===== src/rtl/byte_pack_pkg.sv =====
// Shared types and constants for the byte-to-word packer.
// Lane geometry is fixed here: 8-bit bytes, 4 lanes, 32-bit words.
package byte_pack_pkg;

  localparam int DATA_W     = 8;
  localparam int LANES      = 4;
  localparam int WORD_W     = DATA_W * LANES;
  localparam int LANE_IDX_W = $clog2(LANES);

  typedef struct packed {
    logic [WORD_W-1:0] data;
    logic [LANES-1:0]  keep;
    logic              last;
  } pack_word_t;

  typedef enum logic {
    FILL  = 1'b0,
    STALL = 1'b1
  } pack_state_e;

endpackage


===== src/rtl/byte_pack_fifo2.sv =====
// 2-entry synchronous FIFO of packed words; head entry is always visible on rd_dat_o.
// Latency 1 cycle push-to-head; a push while full or a pop while empty is dropped.
module byte_pack_fifo2
  import byte_pack_pkg::*;
(
  input  logic       clk,
  input  logic       reset,
  input  logic       push_i,
  input  pack_word_t wr_dat_i,
  input  logic       pop_i,
  output pack_word_t rd_dat_o,
  output logic       full_o,
  output logic       empty_o,
  output logic [1:0] count_o
);

  pack_word_t mem_q [2];
  logic       wr_ptr_q;
  logic       rd_ptr_q;
  logic [1:0] count_q;
  logic       do_push;
  logic       do_pop;

  assign full_o   = (count_q == 2'd2);
  assign empty_o  = (count_q == 2'd0);
  assign count_o  = count_q;
  assign rd_dat_o = mem_q[rd_ptr_q];
  assign do_push  = push_i && !full_o;
  assign do_pop   = pop_i && !empty_o;

  // Storage is cleared on reset so the head reads all-zero until the first push.
  always_ff @(posedge clk) begin
    if (reset) begin
      mem_q[0] <= '0;
      mem_q[1] <= '0;
      wr_ptr_q <= 1'b0;
      rd_ptr_q <= 1'b0;
      count_q  <= 2'd0;
    end else begin
      if (do_push) begin
        mem_q[wr_ptr_q] <= wr_dat_i;
        wr_ptr_q        <= ~wr_ptr_q;
      end
      if (do_pop) begin
        rd_ptr_q <= ~rd_ptr_q;
      end
      unique case ({do_push, do_pop})
        2'b10:   count_q <= count_q + 2'd1;
        2'b01:   count_q <= count_q - 2'd1;
        default: count_q <= count_q;
      endcase
    end
  end

endmodule


===== src/rtl/byte_word_packer.sv =====
// Packs accepted bytes into 32-bit little-endian words, flushing partial words on in_last.
// Latency 1 cycle to out_valid; in_ready drops while two words are queued, independent of out_ready.
module byte_word_packer
  import byte_pack_pkg::*;
(
  input  logic              clk,
  input  logic              reset,
  input  logic [DATA_W-1:0] in_data,
  input  logic              in_valid,
  input  logic              in_last,
  output logic              in_ready,
  output logic [WORD_W-1:0] out_data,
  output logic [LANES-1:0]  out_keep,
  output logic              out_last,
  output logic              out_valid,
  input  logic              out_ready,
  output logic [15:0]       word_count
);

  pack_state_e           state_q, state_d;
  logic [WORD_W-1:0]     acc_q, acc_d;
  logic [LANES-1:0]      keep_q, keep_d;
  logic [LANE_IDX_W-1:0] lane_q, lane_d;
  logic [15:0]           word_count_q;

  logic [WORD_W-1:0]     acc_merged;
  logic [LANES-1:0]      keep_merged;
  logic                  accept;
  logic                  push;
  logic                  pop;
  logic                  fifo_full;
  logic                  fifo_empty;
  logic [1:0]            fifo_count;
  pack_word_t            push_word;
  pack_word_t            head_word;

  assign in_ready  = (state_q == FILL) && !fifo_full && !reset;
  assign accept    = in_valid && in_ready;
  assign out_valid = !fifo_empty;
  assign pop       = out_valid && out_ready;

  // Lanes above the pointer are always zero in acc_q, so OR-ing places the byte.
  assign acc_merged  = acc_q | (WORD_W'(in_data) << (lane_q * DATA_W));
  assign keep_merged = keep_q | (LANES'(1) << lane_q);
  assign push        = accept && ((lane_q == LANE_IDX_W'(LANES - 1)) || in_last);
  assign push_word   = '{data: acc_merged, keep: keep_merged, last: in_last};

  always_comb begin
    state_d = state_q;
    acc_d   = acc_q;
    keep_d  = keep_q;
    lane_d  = lane_q;
    if (accept) begin
      if (push) begin
        acc_d  = '0;
        keep_d = '0;
        lane_d = '0;
      end else begin
        acc_d  = acc_merged;
        keep_d = keep_merged;
        lane_d = lane_q + LANE_IDX_W'(1);
      end
    end
    unique case (state_q)
      FILL:    if (push && !pop && (fifo_count == 2'd1)) state_d = STALL;
      STALL:   if (pop) state_d = FILL;
      default: state_d = FILL;
    endcase
  end

  always_ff @(posedge clk) begin
    if (reset) begin
      state_q      <= FILL;
      acc_q        <= '0;
      keep_q       <= '0;
      lane_q       <= '0;
      word_count_q <= '0;
    end else begin
      state_q <= state_d;
      acc_q   <= acc_d;
      keep_q  <= keep_d;
      lane_q  <= lane_d;
      if (pop) word_count_q <= word_count_q + 16'd1;
    end
  end

  byte_pack_fifo2 u_fifo (
    .clk      (clk),
    .reset    (reset),
    .push_i   (push),
    .wr_dat_i (push_word),
    .pop_i    (pop),
    .rd_dat_o (head_word),
    .full_o   (fifo_full),
    .empty_o  (fifo_empty),
    .count_o  (fifo_count)
  );

  assign out_data   = head_word.data;
  assign out_keep   = head_word.keep;
  assign out_last   = head_word.last;
  assign word_count = word_count_q;

endmodule


===== config.mk =====
export PLATFORM = sky130hd
export DESIGN_NAME = byte_word_packer
export DESIGN_NICKNAME = d
export VERILOG_FILES = /design/src/rtl/byte_pack_pkg.sv /design/src/rtl/byte_pack_fifo2.sv /design/src/rtl/byte_word_packer.sv
export SDC_FILE = /design/constraint.sdc
export NUM_CORES = 1
export LEC_CHECK = 0
export CAP_MARGIN = 10
export CELL_PAD_IN_SITES_DETAIL_PLACEMENT = 1
export CELL_PAD_IN_SITES_GLOBAL_PLACEMENT = 1
export CORE_MARGIN = 2
export CORE_UTILIZATION = 42
export CTS_CLUSTER_SIZE = 10
export DETAILED_ROUTE_END_ITERATION = 8
export PLACE_DENSITY_LB_ADDON = 0.15
export SYNTH_ARGS = -nofsm -noshare
export SYNTH_HDL_FRONTEND = slang
export SYNTH_SLANG_ARGS = --single-unit

===== constraint.sdc =====
create_clock -name clk -period 4 [get_ports clk]
set_clock_uncertainty 0.1 [all_clocks]
set_input_delay 0.4 -clock clk [delete_from_list [all_inputs] [get_ports clk]]
set_output_delay 0.4 -clock clk [all_outputs]
set_load 0.03 [all_outputs]

==> flow_summary.json <==
{
  "status": "complete, no violations",
  "core_sq_um": 12670,
  "clk_pin_slew_ns": 0.05,
  "ctsResizeCount": 0,
  "cts_tree": "built",
  "synth_enable_flop_cells": 74,
  "async_reset_ff_share_pct": 0,
  "globalRouteOverflowTotal": 0,
  "antenna_found_initial": 0,
  "crit_chain": "buf_4, mux2_2, clkdlybuf4s50_1",
  "tns_ns": 0,
  "drive_above_1_share_pct": 13.84,
  "powerDensity_nw_per_um2": 603.1,
  "rsz0062_at_grt": "false",
  "cts.sinks": 134,
  "antennaDiodeCount": 0,
  "post_drt_wl_per_cell_um": 16.99,
  "critPathRequiredTime_ns": 3.50,
  "root_buffer": "clkbuf_16",
  "crit_fanout": 20,
  "detailedPlace.worstSlack_ns": 0.8973,
  "dieArea_sq_um": 13910,
  "insertion_delay_ns": 0.41,
  "netlist-cell-type-count": 32,
  "gr-usage-all-layers_pct": 19.42,
  "r2r_end": "u_fifo.mem_q[0][23]$_SDFFCE_PN0P_",
  "fmax_ghz": 0.3121,
  "syn_area_per_cell_sq_um": 10.93,
  "grt_pass1_vias": 4074,
  "rows": 41,
  "seq_area_frac_synth_pct": 62.77,
  "gp_congestion": 0.7696,
  "clockPowerShare_pct": 39.0,
  "cts_hold_repair.buffers": 0,
  "arrival_ns": 2.70,
  "ir_worst_vdd_mv": 0.2498,
  "min-delay-path-class": "reg -> reg",
  "start_kind": "flip-flop",
  "fp.dieH_um": 118.0,
  "synthToLayoutAreaGrowth_pct": 26.73,
  "cap_violations": 0,
  "post-cts-setup-buffers": 0,
  "slew_headroom_pct": 28.84,
  "ys.flop_type": "edfxtp_1",
  "die_w_um": 118.0,
  "portBuffers": 67,
  "first_pass_iters": 4,
  "htreeDepth": 4,
  "cp_slowest_stage_delay_ns": 0.95,
  "synth_seq_cells": 134,
  "syn_area_sq_um": 5454,
  "path_class": "reg -> out",
  "ys_warn_count": 0,
  "fillCellCount": 1360,
  "numCtsBuffers": 17,
  "p_int_mw": 3.022,
  "clockBufferDepth": 2,
  "timing.rr.start": "u_fifo.count_o[0]$_SDFFE_PP0P_",
  "whs_endpoint": "keep_q[3]$_SDFFE_PP0P_",
  "setup_viol": 0,
  "p_leak_nw": 2.451,
  "floorplan.initialDensity_pct": 43.04,
  "drt_wl_total_um": 12750,
  "drtIter0Drc": 218,
  "route.vias.total": 3822,
  "final_common_cell": "nor2_1",
  "synth.net_count": 521,
  "worstHoldStart": "keep_q[3]$_SDFFE_PP0P_",
  "min_period_ns": 3.204,
  "drc": 0,
  "finalCritPeriodShare_pct": 80.10,
  "stdcell_count": 750,
  "dp.cells": 718,
  "layout_common_cells": "nor2_1 (142), edfxtp_1 (74), a21oi_1 (72)",
  "hold_violations": 0,
  "crit_slowest_cell": "dfxtp_1",
  "grt_pass1_wl_um": 20930,
  "reg2reg_slack_ns": 1.06,
  "whs_path_depth": 2,
  "final_max_slew_viol_count": 0,
  "synth_cells": 499,
  "grt_start_max_net_pins": 40,
  "power_frac_seq_pct": 38.8,
  "p_sw_mw": 1.146,
  "comb_power_share_pct": 22.2,
  "sw_frac_of_total_pct": 27.50,
  "critPathCaptureType": "primary output",
  "fin_ws_ns": 0.7959,
  "nNetsFinal": 587,
  "dp_hpwl_um": 8265,
  "io_pins": 68,
  "antenna_left": 0,
  "tightestPinTransition_ns": 1.059,
  "worst_r2r_path_depth": 6,
  "vias_per_cell": 5.096
}
==> area by class of cell <==
type	instances	area [sq um]	area share (%)
flip-flops and latches	134	3423	49.53
multi-input cells	324	1857	26.86
repair buffers	77	745.7	10.79
clock buffers	24	513.0	7.422
well taps	172	215.2	3.114
clock inverters	8	116.4	1.684
inverters	11	41.29	0.5974
==> cell usage after synthesis (all sizes together) (2+ instances only) <==
cell type | n | area share, %
inv | 11 | 0.76
nand2b | 5 | 0.57
ha | 9 | 2.1
mux2 | 38 | 7.8
a31o | 3 | 0.48
a21oi | 72 | 6.6
xor2 | 5 | 0.80
nor2 | 142 | 9.8
nand4 | 4 | 0.46
dfxtp | 60 | 22
nand2 | 5 | 0.34
clkbuf | 16 | 1.1
nor3 | 12 | 1.1
buf | 14 | 1.3
nor4 | 3 | 0.34
xnor2 | 9 | 1.4
edfxtp | 74 | 41
nor2b | 2 | 0.23
nand3 | 4 | 0.37
==> cell families after synthesis <==
logic type                 after synthesis  share of synthesized area (%)
AOI/OAI and AO/OA                       79                          7.594
adders and majority gates                9                          2.065
muxes                                   39                          8.029
and+or+nand+nor                        183                          14.11
xor gates and xnor gates                14                          2.248
DFF                                    134                          62.77
buffers and inverters                   41                          3.189
==> registers in the layout, summed over array words and instances, names as in the netlist, named ones only <==
name,flops
state_q,1
u_fifo.count_o,2
u_fifo.rd_ptr_q,1
acc_q,32
word_count,16
u_fifo.wr_ptr_q,1
u_fifo.mem_q,74
keep_q,4
lane_q,2
==> worst max-delay path by stage <==
stage          slack [ns]  cells after the start                                 to                      startpoint
2_1_floorplan        0.85                      7   u_fifo.mem_q[0][0]$_SDFFCE_PN0P_  u_fifo.count_o[0]$_SDFFE_PP0P_
3_3_place_gp         0.96                      5  u_fifo.mem_q[0][26]$_SDFFCE_PN0P_                        in_valid
3_5_place_dp         0.90                      5  u_fifo.mem_q[0][28]$_SDFFCE_PN0P_                        in_valid
4_1_cts              0.76                      3                        out_data[3]                       flip-flop
5_1_grt              0.70                      3                        out_data[3]                       flip-flop
6_report             0.80                      3                        out_data[3]                       flip-flop
==> power by group through the flow <==
| stage | Sequential, mW | Clock, mW | Combinational [mW] |
|---|---|---|---|
| 2_1_floorplan | 1.61 | 0 | 0.630 |
| 3_3_place_gp | 1.64 | 0 | 0.920 |
| 3_5_place_dp | 1.65 | 0 | 0.934 |
| 4_1_cts | 1.62 | 1.65 | 0.939 |
| 5_1_grt | 1.63 | 1.71 | 0.996 |
| 6_report | 1.62 | 1.62 | 0.927 |
==> worst max-delay path: cells and delay by family, from the launching register on <==
| family | cells | cell delay (ns) |
|---|---|---|
| mux | 1 | 0.38 |
| flops | 1 | 0.95 |
| buf+inv | 2 | 0.95 |
==> metrics by stage <==
step	instance area [sq um]	total power [mW]	hold slack, ns	utilization [%]
final	6912	4.168	0.3531	54.55
after global routing	6912	4.339	0.3703	54.55
after CTS	6912	4.206	0.3590	54.55
after detailed placement	6282	2.580	0.3501	49.58
after global placement	6282	2.561	0.3330	49.58
after floorplan	5454	2.242	0.3087	-
==> metal layers <==
layer	global-route usage (%)	routed length (um)	vias up
met5	0	0	-
met4	7.681	221	0
met3	4.360	432	17
met2	33.28	6296	71
met1	23.75	5795	1882
li1	-	-	1852
(Power assumes the default switching activity.)
